===== src/rtl/i3c_srst_pkg.sv =====
// Shared encodings for the oversampled I3C target-reset detector:
// RSTACT action codes and detector FSM states.
package i3c_srst_pkg;

   typedef logic [2:0] ract_t;
   typedef logic [2:0] srst_state_t;

   localparam ract_t RACT_DEF  = 3'd0;
   localparam ract_t RACT_FULL = 3'd1;
   localparam ract_t RACT_NONE = 3'd2;
   localparam ract_t RACT_CUST = 3'd3;

   localparam srst_state_t IDLE    = 3'd0;
   localparam srst_state_t COUNT   = 3'd1;
   localparam srst_state_t ARMED   = 3'd2;
   localparam srst_state_t WAIT_SR = 3'd3;
   localparam srst_state_t WAIT_P  = 3'd4;
   localparam srst_state_t ACTIVE  = 3'd5;

endpackage


===== src/rtl/i3c_reset_detector_sync_if.sv =====
// Bus-side bundle of the reset detector: raw pins, RSTACT controls and reset outputs.
// master drives pins/controls, slave is the detector.
interface i3c_reset_detector_sync_if #(
   parameter int unsigned ESC_W = 3
);

   logic             pin_SCL_in;
   logic             pin_SDA_in;
   logic             iDeepestSleep;
   logic [3:0]       iRstAction;
   logic             oWake;
   logic             oRstBlock;
   logic             oRstAll;
   logic             oRstCustom;
   logic             oRstRstAction;
   logic [ESC_W-1:0] oEscCnt;

   modport master (
      output pin_SCL_in, pin_SDA_in, iDeepestSleep, iRstAction,
      input  oWake, oRstBlock, oRstAll, oRstCustom, oRstRstAction, oEscCnt
   );

   modport slave (
      input  pin_SCL_in, pin_SDA_in, iDeepestSleep, iRstAction,
      output oWake, oRstBlock, oRstAll, oRstCustom, oRstRstAction, oEscCnt
   );

endinterface


===== src/rtl/i3c_reset_detector_sync_pin_filter.sv =====
// Two-flop synchroniser, FILT_CYC-sample agreement filter and edge strobes for one pin.
// Lines reset to the idle-high bus level.
module i3c_pin_filter #(
   parameter int unsigned FILT_CYC = 2
) (
   input  logic clk_i,
   input  logic rst_i,
   input  logic pin_i,
   output logic filt_o,
   output logic rise_o,
   output logic fall_o
);

   // [0],[1] are the synchroniser; [FILT_CYC:1] is the agreement window.
   logic [FILT_CYC:0] smp_q, smp_d;
   logic              filt_q, filt_d;
   logic              prev_q, prev_d;

   always_comb begin
      smp_d  = {smp_q[FILT_CYC-1:0], pin_i};
      filt_d = filt_q;
      if (&smp_q[FILT_CYC:1]) begin
         filt_d = 1'b1;
      end else if (~|smp_q[FILT_CYC:1]) begin
         filt_d = 1'b0;
      end
      prev_d = filt_q;
   end

   always_ff @(posedge clk_i) begin
      if (rst_i) begin
         smp_q  <= '1;
         filt_q <= 1'b1;
         prev_q <= 1'b1;
      end else begin
         smp_q  <= smp_d;
         filt_q <= filt_d;
         prev_q <= prev_d;
      end
   end

   assign filt_o = filt_q;
   assign rise_o = filt_q & ~prev_q;
   assign fall_o = ~filt_q & prev_q;

endmodule


===== src/rtl/i3c_reset_detector_sync.sv =====
// Oversampled I3C target-reset (SRST) detector: N SDA falls with SCL low, then Sr, then P.
// Drives peripheral/system/custom reset, wake and RSTACT-restore outputs.
module i3c_reset_detector_sync
   import i3c_srst_pkg::*;
#(
   parameter int unsigned SRST_EDGES = 7,
   parameter int unsigned FILT_CYC   = 2,
   parameter int unsigned ESC_LIMIT  = 1,
   parameter int unsigned ESC_W      = 3
) (
   input logic                          clk,
   input logic                          RST,
   input logic                          i3c_slave_active,
   i3c_reset_detector_sync_if.slave     bus
);

   localparam logic [3:0]       EdgeMax = 4'(SRST_EDGES);
   localparam logic [ESC_W-1:0] EscLim  = ESC_W'(ESC_LIMIT);
   localparam logic [ESC_W-1:0] EscMax  = '1;

   logic srst;
   logic scl_f, scl_rise, scl_fall;
   logic sda_f, sda_rise, sda_fall;
   logic sda_rise_v, sda_fall_v;
   ract_t act;
   logic clr;
   logic match;
   logic [3:0] cnt_inc;

   srst_state_t      state_q, state_d;
   logic [3:0]       cnt_q, cnt_d;
   logic [ESC_W-1:0] esc_q, esc_d;
   logic             all_q, all_d;
   logic             wake_q, wake_d;
   logic             blk_q, blk_d;
   logic             cust_q, cust_d;
   logic             ract_q, ract_d;
   logic             active_d;

   assign srst = RST | ~i3c_slave_active;

   i3c_pin_filter #(.FILT_CYC(FILT_CYC)) u_scl (
      .clk_i  (clk),
      .rst_i  (srst),
      .pin_i  (bus.pin_SCL_in),
      .filt_o (scl_f),
      .rise_o (scl_rise),
      .fall_o (scl_fall)
   );

   i3c_pin_filter #(.FILT_CYC(FILT_CYC)) u_sda (
      .clk_i  (clk),
      .rst_i  (srst),
      .pin_i  (bus.pin_SDA_in),
      .filt_o (sda_f),
      .rise_o (sda_rise),
      .fall_o (sda_fall)
   );

   // An SCL edge in the same cycle masks any SDA edge.
   assign sda_fall_v = sda_fall & ~scl_rise & ~scl_fall;
   assign sda_rise_v = sda_rise & ~scl_rise & ~scl_fall;

   assign act     = bus.iDeepestSleep ? RACT_NONE : bus.iRstAction[2:0];
   assign clr     = ~bus.iDeepestSleep & bus.iRstAction[3];
   assign cnt_inc = (cnt_q < EdgeMax) ? cnt_q + 4'd1 : cnt_q;

   always_comb begin
      state_d = state_q;
      cnt_d   = cnt_q;
      match   = 1'b0;
      unique case (state_q)
         IDLE: begin
            if (sda_fall_v && !scl_f) begin
               cnt_d   = 4'd1;
               state_d = COUNT;
            end
         end
         COUNT: begin
            if (scl_rise) begin
               state_d = IDLE;
            end else if (sda_fall_v && !scl_f) begin
               cnt_d = cnt_inc;
               if (cnt_inc == EdgeMax) state_d = ARMED;
            end
         end
         ARMED: begin
            if (scl_rise) state_d = sda_f ? WAIT_SR : IDLE;
         end
         WAIT_SR: begin
            if (scl_fall) begin
               state_d = IDLE;
            end else if (sda_fall_v && scl_f) begin
               state_d = WAIT_P;
            end
         end
         WAIT_P: begin
            if (scl_fall) begin
               state_d = IDLE;
            end else if (sda_rise_v && scl_f) begin
               state_d = ACTIVE;
               match   = 1'b1;
            end
         end
         ACTIVE: begin
            if (scl_fall || clr) state_d = IDLE;
         end
         default: state_d = IDLE;
      endcase
      if (state_d == IDLE) cnt_d = '0;
   end

   // Outputs are registered from the next state so they land with the FSM transition.
   always_comb begin
      all_d = all_q | (match & ((act == RACT_FULL) | (esc_q >= EscLim)));
      esc_d = esc_q;
      if (clr) begin
         esc_d = '0;
      end else if (match && (act == RACT_DEF) && (esc_q != EscMax)) begin
         esc_d = esc_q + 1'b1;
      end
      active_d = (state_d == ACTIVE);
      ract_d   = active_d;
      blk_d    = active_d & (act == RACT_DEF) & ~all_d;
      cust_d   = active_d & (act == RACT_CUST);
      wake_d   = active_d & bus.iDeepestSleep;
   end

   always_ff @(posedge clk) begin
      if (srst) begin
         state_q <= IDLE;
         cnt_q   <= '0;
         esc_q   <= '0;
         all_q   <= 1'b0;
         wake_q  <= 1'b0;
         blk_q   <= 1'b0;
         cust_q  <= 1'b0;
         ract_q  <= 1'b0;
      end else begin
         state_q <= state_d;
         cnt_q   <= cnt_d;
         esc_q   <= esc_d;
         all_q   <= all_d;
         wake_q  <= wake_d;
         blk_q   <= blk_d;
         cust_q  <= cust_d;
         ract_q  <= ract_d;
      end
   end

   assign bus.oWake         = wake_q;
   assign bus.oRstBlock     = blk_q;
   assign bus.oRstAll       = all_q;
   assign bus.oRstCustom    = cust_q;
   assign bus.oRstRstAction = ract_q;
   assign bus.oEscCnt       = esc_q;

endmodule


===== src/flat_wrapper.sv =====
// flat-port wrapper written by rule: the top's interface ports become plain ports
module i3c_reset_detector_sync_flat import i3c_srst_pkg::*;
#(
   parameter int unsigned SRST_EDGES = 7,
   parameter int unsigned FILT_CYC   = 2,
   parameter int unsigned ESC_LIMIT  = 1,
   parameter int unsigned ESC_W      = 3
)
  (clk, RST, i3c_slave_active, bus_pin_SCL_in, bus_pin_SDA_in, bus_iDeepestSleep, bus_iRstAction, bus_oWake, bus_oRstBlock, bus_oRstAll, bus_oRstCustom, bus_oRstRstAction, bus_oEscCnt);
  i3c_reset_detector_sync_if #(.ESC_W(ESC_W)) bus_i ();
  input logic clk;
  input logic RST;
  input logic i3c_slave_active;
  input wire logic [$bits(bus_i.pin_SCL_in)-1:0] bus_pin_SCL_in;
  input wire logic [$bits(bus_i.pin_SDA_in)-1:0] bus_pin_SDA_in;
  input wire logic [$bits(bus_i.iDeepestSleep)-1:0] bus_iDeepestSleep;
  input wire logic [$bits(bus_i.iRstAction)-1:0] bus_iRstAction;
  output wire logic [$bits(bus_i.oWake)-1:0] bus_oWake;
  output wire logic [$bits(bus_i.oRstBlock)-1:0] bus_oRstBlock;
  output wire logic [$bits(bus_i.oRstAll)-1:0] bus_oRstAll;
  output wire logic [$bits(bus_i.oRstCustom)-1:0] bus_oRstCustom;
  output wire logic [$bits(bus_i.oRstRstAction)-1:0] bus_oRstRstAction;
  output wire logic [$bits(bus_i.oEscCnt)-1:0] bus_oEscCnt;
  assign bus_i.pin_SCL_in = bus_pin_SCL_in;
  assign bus_i.pin_SDA_in = bus_pin_SDA_in;
  assign bus_i.iDeepestSleep = bus_iDeepestSleep;
  assign bus_i.iRstAction = bus_iRstAction;
  assign bus_oWake = bus_i.oWake;
  assign bus_oRstBlock = bus_i.oRstBlock;
  assign bus_oRstAll = bus_i.oRstAll;
  assign bus_oRstCustom = bus_i.oRstCustom;
  assign bus_oRstRstAction = bus_i.oRstRstAction;
  assign bus_oEscCnt = bus_i.oEscCnt;
  i3c_reset_detector_sync #(.SRST_EDGES(SRST_EDGES), .FILT_CYC(FILT_CYC), .ESC_LIMIT(ESC_LIMIT), .ESC_W(ESC_W)) u_core (.clk(clk), .RST(RST), .i3c_slave_active(i3c_slave_active), .bus(bus_i));
endmodule

===== config.mk =====
export PLATFORM = sky130hd
export DESIGN_NAME = i3c_reset_detector_sync_flat
export DESIGN_NICKNAME = d
export VERILOG_FILES = /design/src/rtl/i3c_srst_pkg.sv /design/src/rtl/i3c_reset_detector_sync_if.sv /design/src/rtl/i3c_reset_detector_sync_pin_filter.sv /design/src/rtl/i3c_reset_detector_sync.sv /design/src/flat_wrapper.sv
export SDC_FILE = /design/constraint.sdc
export NUM_CORES = 1
export LEC_CHECK = 0
export ABC_AREA = 1
export BUFFER_PORTS_ARGS = -buffer_cell sky130_fd_sc_hd__buf_2
export CELL_PAD_IN_SITES_DETAIL_PLACEMENT = 0
export CELL_PAD_IN_SITES_GLOBAL_PLACEMENT = 1
export CORE_MARGIN = 8
export CORE_UTILIZATION = 35
export CTS_CLUSTER_SIZE = 16
export DETAILED_ROUTE_END_ITERATION = 8
export HOLD_SLACK_MARGIN = 0.02
export PLACE_DENSITY_LB_ADDON = 0.1
export SYNTH_ARGS = -nofsm -noshare
export SYNTH_HDL_FRONTEND = slang
export SYNTH_SLANG_ARGS = --single-unit

===== constraint.sdc =====
create_clock -name clk -period 1.6 [get_ports clk]
set_clock_uncertainty 0.1 [all_clocks]
set_input_delay 0.24 -clock clk [delete_from_list [all_inputs] [get_ports clk]]
set_output_delay 0.24 -clock clk [all_outputs]
set_load 0.1 [all_outputs]

# After elaboration in Yosys (flattened, before gate mapping)
# Cells that the tools add are included.
# Widths: inputs -> output; s select.
[classes]
add_sub_neg = 2
shifts = 0
div_mod_pow = 0
reduce_logical = 20
n_mul = 0
n_bitwise = 26
muxes = 21
magnitude_cmp = 2
n_eq_ne = 13
[op_table]
columns = ["operator", "n"]
rows = [
  ["$mux 3", 11],
  ["$pmux 3 s6", 1],
  ["$mux 4", 4],
  ["$and 1x1->1", 14],
  ["$reduce_or 2->1", 6],
  ["$eq 3x2->1 const B", 3],
  ["$eq 3x3->1 const B", 3],
  ["$logic_not 3->1", 3],
  ["$not 1->1", 9],
  ["$pmux 4 s2", 1],
  ["$eq 3x1->1 const B", 2],
  ["$logic_and 1x1->1", 5],
  ["$add 4x1->4 const B", 1],
  ["$eq 4x3->1 const B", 1],
  ["$lt 4x3->1 const B", 1],
  ["$ne 2x1->1 const B", 2],
  ["$reduce_and 2->1", 2],
  ["$reduce_and 4->1", 1],
  ["$add 3x1->3 const B", 1],
  ["$ge 3x1->1 const B", 1],
  ["$mux 1", 3],
  ["$ne 3x3->1 const B", 1],
  ["$or 1x1->1", 3],
  ["$mux 2", 1],
  ["other kinds (4)", 4],
]
[word_totals]
rom_bits = 0
ff_bits = 25
latch_bits = 0
ram_bits = 0
mem_count = 0
out_inout_bits = 8

# Longest topological paths before layout
# Gate-level depths: netlist of run 1.
[depth]
depth_word = 13
mapped_depth = 11

# By module
# A second synthesis of run 1 with hierarchy kept.
[hier_totals]
hier_cells = 162
area_unflattened_um2 = 1174.9
[modules_own_cells]
columns = ["module", "seq_area_each_um2", "instances", "area_per_inst_um2", "cells_each"]
rows = [
  ["i3c_reset_detector_sync", 300.3, 1, 867.1, 130],
  ["i3c_pin_filter", 100.1, 2, 153.9, 16],
]

# Worst setup path after synthesis of run 1
# No wires, ideal clock.
[synth_timing]
path_kind = "reg2reg"
startpoint = "register u_core.esc_q[1] (netlist: u_core.bus.oEscCnt[1])"
endpoint = "register u_core.all_q (netlist: u_core.bus.oRstAll)"
slack_ns = -0.349
t_arrival_ns = 1.731
path_buffers = 0
period_less_slack_ns = 1.949
stages_incl_launch_ff = 8
cell_sequence = "dfxtp_1 > inv_1 > ha_1 > nor2_1 > nand4_1 > a21o_1 > inv_1 > nor2_1"
[synth_via]
elab_chain_cells = 4
[synth_rtl]
columns = ["element", "line", "source"]
rows = [
  ["start, declared", "i3c_reset_detector_sync.sv:32", "logic [ESC_W-1:0] esc_q, esc_d;"],
  ["start signal, assigned", "i3c_reset_detector_sync.sv:142", "esc_q <= esc_d;"],
  ["$ge 3x1->1", "i3c_reset_detector_sync.sv:115", "all_d = all_q | (match & ((act == RACT_FULL) | (esc_q >= EscLim)));"],
  ["$or 1x1->1", "i3c_reset_detector_sync.sv:115", ""],
  ["$and 1x1->1", "i3c_reset_detector_sync.sv:115", ""],
  ["$or 1x1->1", "i3c_reset_detector_sync.sv:115", ""],
  ["end signal, assigned", "i3c_reset_detector_sync.sv:143", "all_q <= all_d;"],
  ["end, declared", "i3c_reset_detector_sync.sv:33", "logic all_q, all_d;"],
]
# No other way between the ends.
# A chain may end at the register's enable or synchronous reset.

# Worst setup path after layout of run 1
[layout_timing]
startpoint = "register u_core.cnt_q[0]"
endpoint = "register u_core.cnt_q[0]"
[layout_via]
elab_chain_cells = 9
elab_cells_between_ends = 13
classes_between = "1 x add/sub; 1 x order compare; 1 x eq/ne; 8 x mux; 2 x reduce/logical"
[layout_rtl]
columns = ["element", "line", "source"]
rows = [
  ["start, declared", "i3c_reset_detector_sync.sv:31", "logic [3:0] cnt_q, cnt_d;"],
  ["start signal, assigned", "i3c_reset_detector_sync.sv:141", "cnt_q <= cnt_d;"],
  ["$add 4x1->4 / $lt 4x3->1 (equally long branches)", "i3c_reset_detector_sync.sv:66", "assign cnt_inc = (cnt_q < EdgeMax) ? cnt_q + 4'd1 : cnt_q;"],
  ["$mux 4 *", "i3c_reset_detector_sync.sv:66", ""],
  ["$eq 4x3->1", "i3c_reset_detector_sync.sv:84", "if (cnt_inc == EdgeMax) state_d = ARMED;"],
  ["$mux 3", "i3c_reset_detector_sync.sv:84", ""],
  ["$mux 3", "i3c_reset_detector_sync.sv:82", "end else if (sda_fall_v && !scl_f) begin"],
  ["$mux 3", "i3c_reset_detector_sync.sv:80", "if (scl_rise) begin"],
  ["$pmux 3 s6", "i3c_reset_detector_sync.sv:72", "unique case (state_q)"],
  ["$logic_not 3->1", "i3c_reset_detector_sync.sv:110", "if (state_d == IDLE) cnt_d = '0;"],
  ["$reduce_or 2->1 (no line)", "--", ""],
]
# Every way passes the cells marked *; elsewhere a longest branch is shown, timed or not. The select of a mux whose other input is x is not followed.

==> run metrics, run 1 <==
Diodes inserted 0; final setup vio count 0; Clock Sinks 25; Vert. Die Dim about 75 um; Gate power share 0.041; Vias about 1100; DRC Markers 0; most frequent cells in the layout nand2_1, inv_1, nor2_1; Net Sw Power about 200 uW; most common cell after layout, fill and taps aside nand2_1; Die W 74.7 um; clock network power share 0.291; unrepaired setup endpoints after global routing true; VDD IR-drop max between 0.0005 and 0.0006 V; Buf/Inv on CP 0; Pwr Density approximately 630 nW/um2; I/O pins 18; Syn Nets 180; Ys Warns 0; Worst Hold Class input port to flip-flop; Slew HR 0.674; final WL ~2500 um; status finished clean; sequential-to-total area share from yosys stat 0.415; latest clock arrival within the worst-skew pair slightly above 300 ps; instance count of the mapped netlist between 150 and 200; initial antenna violation count 0; Critical Path AT 1650 ps; Fmax about 0.67 GHz; Final min period roughly 1500 ps; ys flop type dfxtp_1; CORE AREA 3340 um2; Die ar. between 5000 and 6000 um2; GRT Total Usage 0.0996; Crit path required time ~1800 ps; share of the synthesized area in the top cell type 0.415; Root Buffer clkbuf_4; Flop pwr share 0.668; total gr overflow 0; RR Endpoint u_core.cnt_q[0]; Int Pwr roughly 730 uW; Synth cell types 23; CTS tree yes; first-pass GRT wire length around 4400 um; worst-margin pin slew between 400 and 500 ps; Critical Path End Type flip-flop; CTS Buf Count 3; element type at the critical path start flip-flop; RePlAce Congestion 0.825; Wirelength per Cell ~11 um; crit-path most repeated cell nand2_1; WHS Path Cells 3; Port-buffer cells 17; Hold Crit Endpoint u_core.bus.oRstCustom; Max clock buf depth 2; antenna viol nets, final 0; slowest cell delay on critical path 400 ps; Post-synth EDFFs 0; sw frac 0.213; Final #Nets ~210; reg-to-reg slack, setup 100 ps; # rows 21; Detailed Route Iter0 Violations roughly 40; post-synthesis cell area ~1200 um2; Yosys top cell by area dfxtp_1; Avg Inst Size Synth 7.27 um2; ranking of synthesized cells by area dfxtp_1, nand2_1, inv_1; crit share post-route 0.937; worst r2r src u_core.cnt_q[0]; hpwl dp approximately 2100 um; largest net degree at the start of global routing 15; Max Fanout on Critical Path 5; Final TNS setup 0 ps; Initial Utilization 0.361; clock transition at the registers of the reported paths 130 ps; max-cap violation count 0; FF-to-FF path depth 11; slowest cell on the critical path dfxtp_4; LEAKAGE between 0.0007 and 0.0008 uW; share of cells above drive strength 1 0.344; number of global-route vias before repair between 1000 and 1500; family with the most delay on the worst path simple AND/OR/NAND/NOR gates; Via density approximately 4.5; DRT Pass-1 Iters 4; flops & latches, synth 25; final-report hold violation count 0; H-Tree Depth 1; worst setup path class flip-flop to flip-flop; Tot Pwr slightly above 900 uW; hold path start bus_iRstAction[1]; crit-path cells ha_4 -> nand2_2 -> nand2_2 -> nand2_1 -> nand2_1 -> nand3_2 -> nand2_1 -> nand2_1 -> nand2_1 -> nand2_2 -> a21oi_1; Layout Area Growth over Synthesis 22.5%; Final Slew Violations 0; Synth async-reset ratio 0
cells by family after synthesis:
logic type,Yosys count,synth area share
compound gates,16,0.0778
simple gates,95,0.385
flops,25,0.415
buf+inv,26,0.0809
fa+ha+maj,4,0.0415
final cells by class:
cell class	count	area (um2)
Fill cell	374	1860
Tap cell	46	57.6
Inverter	26	97.6
Sequential cell	25	519
Timing Repair Buffer	22	128
Multi-Input combinational cell	115	648
Clock inverter	1	5.00
Clock buffer	3	22.5
power groups by stage:
stage	Combinational (uW)	Clock [uW]	Sequential, uW
6_report	37.9	271	621
5_1_grt	43.4	319	622
4_1_cts	38.8	290	625
3_5_place_dp	35.1	0	639
3_3_place_gp	34.4	0	638
2_1_floorplan	16.6	0	638
worst max-delay path by stage:
stage,from,end,slack (ps),depth (start not counted)
3_3_place_gp,u_core.cnt_q[1],u_core.cnt_q[1],60,10
5_1_grt,u_core.cnt_q[0],u_core.cnt_q[0],-20,11
3_5_place_dp,u_core.cnt_q[0],u_core.cnt_q[1],-20,10
4_1_cts,u_core.cnt_q[0],u_core.cnt_q[1],6,10
6_report,u_core.cnt_q[0],u_core.cnt_q[0],100,11
2_1_floorplan,u_core.bus.oEscCnt[1],u_core.bus.oEscCnt[2],10,6
registers in the layout (all words and copies together) (netlist names):
register                  flops
u_core.u_sda.prev_q           1
u_core.state_q                3
u_core.bus.oWake              1
u_core.u_scl.prev_q           1
u_core.u_scl.filt_o           1
u_core.cnt_q                  4
u_core.u_scl.smp_q            3
u_core.bus.oRstBlock          1
u_core.bus.oRstCustom         1
u_core.bus.oEscCnt            3
u_core.bus.oRstRstAction      1
u_core.bus.oRstAll            1
u_core.u_sda.filt_o           1
u_core.u_sda.smp_q            3
worst min-delay path, delay by kind of cell:
kind,cells,cell delay (ps)
buffers and inverters,1,100
and+or+nand+nor,2,110
layer usage:
layer | global-route usage | routed length [um]
met5 | 0 | 0
met2 | 0.177 | 1290
met1 | 0.110 | 1110
met4 | 0.0326 | 32
met3 | 0.0293 | 90
metrics by stage:
step	cells	utilization	worst slack, ps	cell area (um2)	hold WS (ps)
global route	238	0.443	-21.7	1480	83.6
finish	238	0.443	102	1480	71.1
CTS	236	0.424	6.13	1420	61.0
global placement	230	0.408	61.0	1360	300
floorplan	166	-	10.3	1210	247
detailed placement	230	0.408	-22.9	1360	299
Yosys cell counts, types with 3 or more instances:
cell and count:
nand2_2 6, nand4_1 3, nor2_1 22, or2_2 6, nor2_2 3, dfxtp_1 25
nor3_1 4, a21oi_1 4, inv_2 4, ha_1 4, inv_1 22, nand3_2 3
o21ai_0 7, nand2_1 33, nand3_1 12
timing repair:
item / CTS / global route
hold buffers: 2 / 0
buffers inserted: 0 / 2
hold endpoints to repair: 2 / 0
pin swaps: 0 / 1
resized for setup: 3 / 14
endpoints found under the setup margin: 4 / 6
Power figures use the tool's default switching activity.
==> run 2, diff against run 1 <==
--- a/config.mk
+++ b/config.mk
@@ -5,7 +5,7 @@
 export SDC_FILE = /design/constraint.sdc
 export NUM_CORES = 1
 export LEC_CHECK = 0
-export ABC_AREA = 1
+export ABC_CLOCK_PERIOD_IN_PS = 1600
 export BUFFER_PORTS_ARGS = -buffer_cell sky130_fd_sc_hd__buf_2
 export CELL_PAD_IN_SITES_DETAIL_PLACEMENT = 0
 export CELL_PAD_IN_SITES_GLOBAL_PLACEMENT = 1
==> run 2 against run 1 <==
Effect of this change:
- the flow now finishes with violations (negative setup slack)
- critical endpoint unchanged
- first-iteration DRC count decreased by 4.9%
- core utilization increased by 5.5 points
- cell area increased by 12%
- cell count decreased by 8.0%
- largest power group unchanged
- via count decreased by 0.56%
- power increased by 1.3%
- area after synthesis decreased by 0.83%
- worst setup slack got worse by 280 ps
==> run metrics, run 2 <==
flops & latches, synth 25 (unchanged); Synth cell types 47 (+100%); Die ar. 5540 um2 (-0.65%); Critical Path AT 1870 ps (+220 ps); Vert. Die Dim 74.5 um (-0.33%); largest net degree at the start of global routing 14 (-1); Crit path required time 1700 ps (-50 ps); worst-margin pin slew 493 ps (+1.00 ps); sw frac 0.215 (+0.00166); slowest cell on the critical path or4b_4; CTS tree yes; Post-synth EDFFs 0 (unchanged); Diodes inserted 0 (unchanged); number of global-route vias before repair 1085 (+2.6%); clock network power share 0.295 (+0.004); DRT Pass-1 Iters 4 (unchanged); Clock Sinks 25 (unchanged); first-pass GRT wire length 4640 um (+4.7%); family with the most delay on the worst path simple AND/OR/NAND/NOR gates; CTS Buf Count 3 (unchanged); instance count of the mapped netlist 129 (-22%); Buf/Inv on CP 0 (unchanged); max-cap violation count 0 (unchanged); FF-to-FF path depth 5 (-6); Avg Inst Size Synth 9.27 um2 (+28%); RePlAce Congestion 0.809 (-2.0%); Via density 4.90 (+8.1%); most common library cells after synthesis dfxtp_1, nor2_1, nand2_1, nand2b_1; Vias 1073 (-0.56%); Final TNS setup -1400 ps (-1400 ps); worst setup path class flip-flop to flip-flop; Net Sw Power 203 uW (+2.1%); Fmax 0.563 GHz (-16%); Port-buffer cells 17 (unchanged); Ys Warns 0 (unchanged); Filler Cells Inserted 350 (-6.4%); Final min period 1780 ps (+279 ps); most common cell after layout, fill and taps aside buf_4; VDD IR-drop max 0.000354 V (-32%); final setup vio count 12 (+12); Final #Nets 188 (-9.2%); Int Pwr 739 uW (+1.1%); final WL 2690 um (+6.4%); ranking of synthesized cells by area dfxtp_1, ha_1, nand2b_1; Crit. path cell count 5 (-6); slowest cell delay on critical path 580 ps (+180 ps); DRC Markers 0 (unchanged); Tot Pwr 942 uW (+1.3%); ys flop type dfxtp_1; Gate power share 0.047 (+0.006); Slew HR 0.674 (about the same); Critical Path Source u_core.u_scl.prev_q; Wirelength per Cell 12.3 um (+16%); Pwr Density 572 nW/um2 (-9.2%); final-report hold violation count 0 (unchanged); H-Tree Depth 1 (unchanged); Critical Path End Type flip-flop; Setup WS pre-CTS -252 ps (-229 ps); antenna viol nets, final 0 (unchanged); initial antenna violation count 0 (unchanged); max reg flops 4 (unchanged); hold path start bus_iRstAction[2]; most numerous cell in the Yosys netlist dfxtp_1; violated checks negative setup slack; latest clock arrival within the worst-skew pair 310 ps (about the same); Util after Layout 0.498 (+0.0549); crit share post-route 1.11 (+0.174); Final Cell Area 1650 um2 (+12%); Initial Utilization 0.361 (about the same); Layout Area Growth over Synthesis 37.8%; Flop pwr share 0.657 (-0.011); status finished, violations left; Detailed Route Iter0 Violations 39 (-4.9%); CORE AREA 3310 um2 (-0.79%); most frequent cells in the layout buf_4, buf_2, dfxtp_1; WHS Path Cells 4 (+1); crit-path cells or4b_4 -> nor3_4 -> and3b_1 -> and2_4 -> a2111oi_2; LEAKAGE 0.000664 uW (-8.2%); Max Fanout on Critical Path 6 (+1); total gr overflow 0 (unchanged); share of the synthesized area in the top cell type 0.418 (+0.00347); Root Buffer clkbuf_4; Syn Nets 143 (-21%); Biggest register u_core.cnt_q; Worst Hold Class input port to flip-flop; unrepaired setup endpoints after global routing true; worst r2r src u_core.u_scl.prev_q; Die W 74.5 um (-0.33%); Final Slew Violations 0 (unchanged); GRT Total Usage 0.106 (+0.00667); share of cells above drive strength 1 0.457 (+0.113); Max clock buf depth 2 (unchanged); clock transition at the registers of the reported paths 140 ps (about the same); final worst slack -177 ps (-279 ps); Synth async-reset ratio 0 (unchanged); sequential-to-total area share from yosys stat 0.418 (+0.00347); hpwl dp 2110 um (+3.0%); I/O pins 18 (unchanged); post-synthesis cell area 1200 um2 (-0.83%); # rows 21 (unchanged); Yosys top cell by area dfxtp_1; element type at the critical path start flip-flop; placed cell area 1510 um2 (+11%)
## run 2: cell count changes after synthesis, moves of 3 or more
| cell | delta |
|---|---|
| a21oi_1 | +3 |
| inv_1 | -17 |
| inv_2 | -3 |
| nand2_1 | -23 |
| nand2_2 | -6 |
| nand2b_1 | +8 |
| nand3_1 | -10 |
| nand3_2 | -3 |
| nand4_1 | -3 |
| nor2_1 | -11 |
| nor2_2 | -3 |
| nor3_1 | +3 |
| or2_2 | -6 |
## run 2: worst register-to-register path, delay by kind of cell (launching register included)
family | cells | cell delay [ps]
AND/OR/NAND/NOR | 4 | 1140
AO/OA/AOI/OAI | 1 | 40
flip-flops | 1 | 390
## run 2: cell type report
type | instances | area (um2) | area share
Clock buffer | 4 | 26.3 | 0.0159
Inverter | 6 | 22.5 | 0.0137
Multi-Input combinational cell | 93 | 711 | 0.431
Sequential cell | 25 | 523 | 0.317
Tap cell | 46 | 57.6 | 0.0349
Timing Repair Buffer | 45 | 308 | 0.187
## run 2: cells by family (layout without fill, tap and decap cells)
group                    Yosys count  count (layout)  share of synthesized area
AO/OA/AOI/OAI                     25              25                      0.146
XOR/XNOR                           1               1                    0.00732
adder cells (fa/ha/maj)            4               4                     0.0418
buffers and inverters             11              55                     0.0481
flip-flops                        25              25                      0.418
multiplexers                       1               1                    0.00837
AND/OR/NAND/NOR                   62              62                      0.330
## run 2: what timing repair did
item | in CTS | in global routing
buffers inserted | 2 | 0
resized for setup | 15 | 9
hold endpoints to repair | 2 | 0
hold buffers | 2 | 0
endpoints found under the setup margin | 13 | 14
pin swaps | 8 | 5
## run 2: layer usage
metal / vias to the layer above / track usage / routed length, um
met5: - / 0 / 0
met4: 0 / 0.0326 / 14
met3: 2 / 0.0202 / 54
met2: 17 / 0.178 / 1290
met1: 505 / 0.133 / 1330
li1: 549 / - / -
## run 2: worst paths after layout
kind,slack (ps),to
setup / recovery,-180,u_core.cnt_q[0]
hold / removal,120,u_core.bus.oRstCustom
setup reg to reg,-180,u_core.cnt_q[0]
hold reg to reg,320,u_core.u_scl.smp_q[1]
## run 2: power by group through the flow
stage | Clock, uW | Combinational (uW) | Sequential (uW)
2_1_floorplan | 0 | 18.1 | 638
3_3_place_gp | 0 | 39.9 | 639
3_5_place_dp | 0 | 41.0 | 639
4_1_cts | 297 | 44.7 | 621
5_1_grt | 316 | 49.9 | 620
6_report | 278 | 44.6 | 619
## run 2: stage by stage
stage               cells  hold slack [ps]
CTS                   219              103
global route          219              114
finish                219              116
floorplan             129              241
global placement      211              289
detailed placement    211              292
==> run 3, diff against run 2 <==
--- a/config.mk
+++ b/config.mk
@@ -6,7 +6,7 @@
 export NUM_CORES = 1
 export LEC_CHECK = 0
 export ABC_CLOCK_PERIOD_IN_PS = 1600
-export BUFFER_PORTS_ARGS = -buffer_cell sky130_fd_sc_hd__buf_2
+export BUFFER_PORTS_ARGS = -buffer_cell sky130_fd_sc_hd__clkbuf_2
 export CELL_PAD_IN_SITES_DETAIL_PLACEMENT = 0
 export CELL_PAD_IN_SITES_GLOBAL_PLACEMENT = 1
 export CORE_MARGIN = 8
==> run 3 against run 2 <==
Effect of this change:
- first-iteration DRC count fell by 31%
- maximum frequency fell by 0.31%
- global-route usage about the same
- die area did not move
- register-to-register slack is essentially flat
- largest cell class unchanged
- sequential power hardly changed
- worst setup slack worse by 5.6 ps
- the flow still finishes with violations (negative setup slack)
==> run metrics, run 3 (synthesized netlist as in run 2, its figures left out) <==
status finished, violations left; violated checks negative setup slack; max-cap violation count 0 (unchanged); Max clock buf depth 2 (unchanged); element type at the critical path start flip-flop; # rows 21 (unchanged); unrepaired setup endpoints after global routing true; Vert. Die Dim 74.5 um (unchanged); CTS tree yes; Slew HR 0.633 (-0.0407); Max Fanout on Critical Path 4 (-2); Final Cell Area 1680 um2 (+1.9%); VDD IR-drop max 0.000223 V (-37%); CORE AREA 3310 um2 (unchanged); Final min period 1780 ps (+5.58 ps); Vias 1068 (-0.47%); I/O pins 18 (unchanged); LEAKAGE 0.000685 uW (+3.2%); latest clock arrival within the worst-skew pair 310 ps (about the same); reg-to-reg slack, setup -180 ps (about the same); Die W 74.5 um (unchanged); hpwl dp 2180 um (+3.2%); Final Slew Violations 0 (unchanged); Root Buffer clkbuf_4; Clock Sinks 25 (unchanged); most common cell after layout, fill and taps aside buf_4; Critical Path End Type flip-flop; Initial Utilization 0.361 (unchanged); RR Endpoint u_core.cnt_q[3]; worst setup path class flip-flop to flip-flop; Tot Pwr 941 uW (about the same); DRT Pass-1 Iters 4 (unchanged); total gr overflow 0 (unchanged); CTS Buf Count 3 (unchanged); Layout Cells excl Fill 223 (+1.8%); max reg flops 4 (unchanged); Cells after DPL 212 (+0.47%); Worst Hold Class input port to flip-flop; Hold Crit Endpoint u_core.bus.oRstAll; antenna viol nets, final 0 (unchanged); clock transition at the registers of the reported paths 130 ps (about the same); most frequent cells in the layout buf_4, clkbuf_2, dfxtp_1; worst r2r src u_core.u_sda.filt_o; Diodes inserted 0 (unchanged); DRC Markers 0 (unchanged); number of global-route vias before repair 1055 (-2.8%); final WL 2780 um (+3.5%); final worst slack -183 ps (-5.58 ps); Detailed Route Iter0 Violations 27 (-31%); Critical Path AT 1890 ps (+20 ps); Via density 4.79 (-2.3%); H-Tree Depth 1 (unchanged); crit share post-route 1.11 (+0.00349); Biggest register u_core.cnt_q; Die ar. 5540 um2 (unchanged); share of cells above drive strength 1 0.475 (+0.0179); largest net degree at the start of global routing 15 (+1); worst-margin pin slew 553 ps (+59.9 ps); Wirelength per Cell 12.5 um (+1.6%); RePlAce Congestion 0.896 (+11%); placed cell area 1520 um2 (+0.50%); GRT Total Usage 0.106 (-0.000306); Final #Nets 192 (+2.1%); Crit path required time 1700 ps (about the same); final-report hold violation count 0 (unchanged); first-pass GRT wire length 4590 um (-1.2%); Pwr Density 561 nW/um2 (-2.0%); Fmax 0.561 GHz (-0.31%); FF-to-FF path depth 7 (+2); WHS Path Cells 3 (-1); Layout Area Growth over Synthesis 40.4%; final setup vio count 13 (+1); Setup WS pre-CTS -265 ps (-12.8 ps); Port-buffer cells 17 (unchanged); Filler Cells Inserted 325 (-7.1%); hold path start RST; initial antenna violation count 0 (unchanged)
run 3: area by class of cell:
| type | count | area, um2 | area share |
|---|---|---|---|
| Multi-Input combinational cell | 93 | 716 | 0.426 |
| Sequential cell | 25 | 522 | 0.311 |
| Timing Repair Buffer | 49 | 334 | 0.199 |
| Tap cell | 46 | 57.6 | 0.0343 |
| Clock buffer | 3 | 22.5 | 0.0134 |
| Inverter | 6 | 22.5 | 0.0134 |
| Clock inverter | 1 | 5.00 | 0.00298 |
run 3: per-layer routing:
metal  vias to the layer above  global-route usage  wire, um
met4                         0              0.0435        36
li1                        555                   -         -
met2                        19               0.166      1360
met3                         4              0.0296        90
met5                         -                   0         0
met1                       490               0.133      1300
run 3: timing repair:
action,in CTS,in global routing
buffers inserted,1,4
resized for setup,7,16
setup endpoints to repair,13,14
pin swaps,5,8
hold endpoints to repair,2,0
hold buffers,2,0
run 3: worst max-delay path by stage:
stage                   startpoint               endpoint  slack [ps]  cells past startpoint
6_report       u_core.u_sda.filt_o        u_core.cnt_q[3]        -180                      7
3_3_place_gp   u_core.u_scl.prev_q       u_core.bus.oWake        -230                      6
3_5_place_dp   u_core.u_scl.filt_o  u_core.bus.oEscCnt[2]        -260                      5
2_1_floorplan    u_core.state_q[1]  u_core.bus.oEscCnt[2]        -190                      6
5_1_grt        u_core.u_sda.filt_o        u_core.cnt_q[3]        -300                      7
4_1_cts        u_core.u_scl.filt_o        u_core.cnt_q[1]        -160                      5
run 3: worst max-delay path, cell delays in order, from the launching register on:
cell	delay, ps
dfxtp_4	380
buf_6	110
and3b_2	220
o22a_1	120
o211ai_1	100
buf_4	170
nor4b_4	370
nor3_1	110
run 3: stage by stage:
| step | util | hold slack (ps) | setup TNS, ps |
|---|---|---|---|
| after floorplan | - | 241 | -995 |
| after global placement | 0.458 | 289 | -2380 |
| after detailed placement | 0.458 | 297 | -2460 |
| after CTS | 0.480 | 87.5 | -1710 |
| after global routing | 0.507 | 94.7 | -2840 |
| final | 0.507 | 99.1 | -1670 |
run 3: power breakdown:
| part | leakage [uW] | total [uW] | switching [uW] | internal (uW) |
|---|---|---|---|---|
| clock network | 0.0000177 | 278 | 184 | 93.5 |
| registers | 0.000204 | 620 | 1.03 | 619 |
| logic | 0.000463 | 43.9 | 20.1 | 23.8 |
| total | 0.000685 | 941 | 205 | 736 |
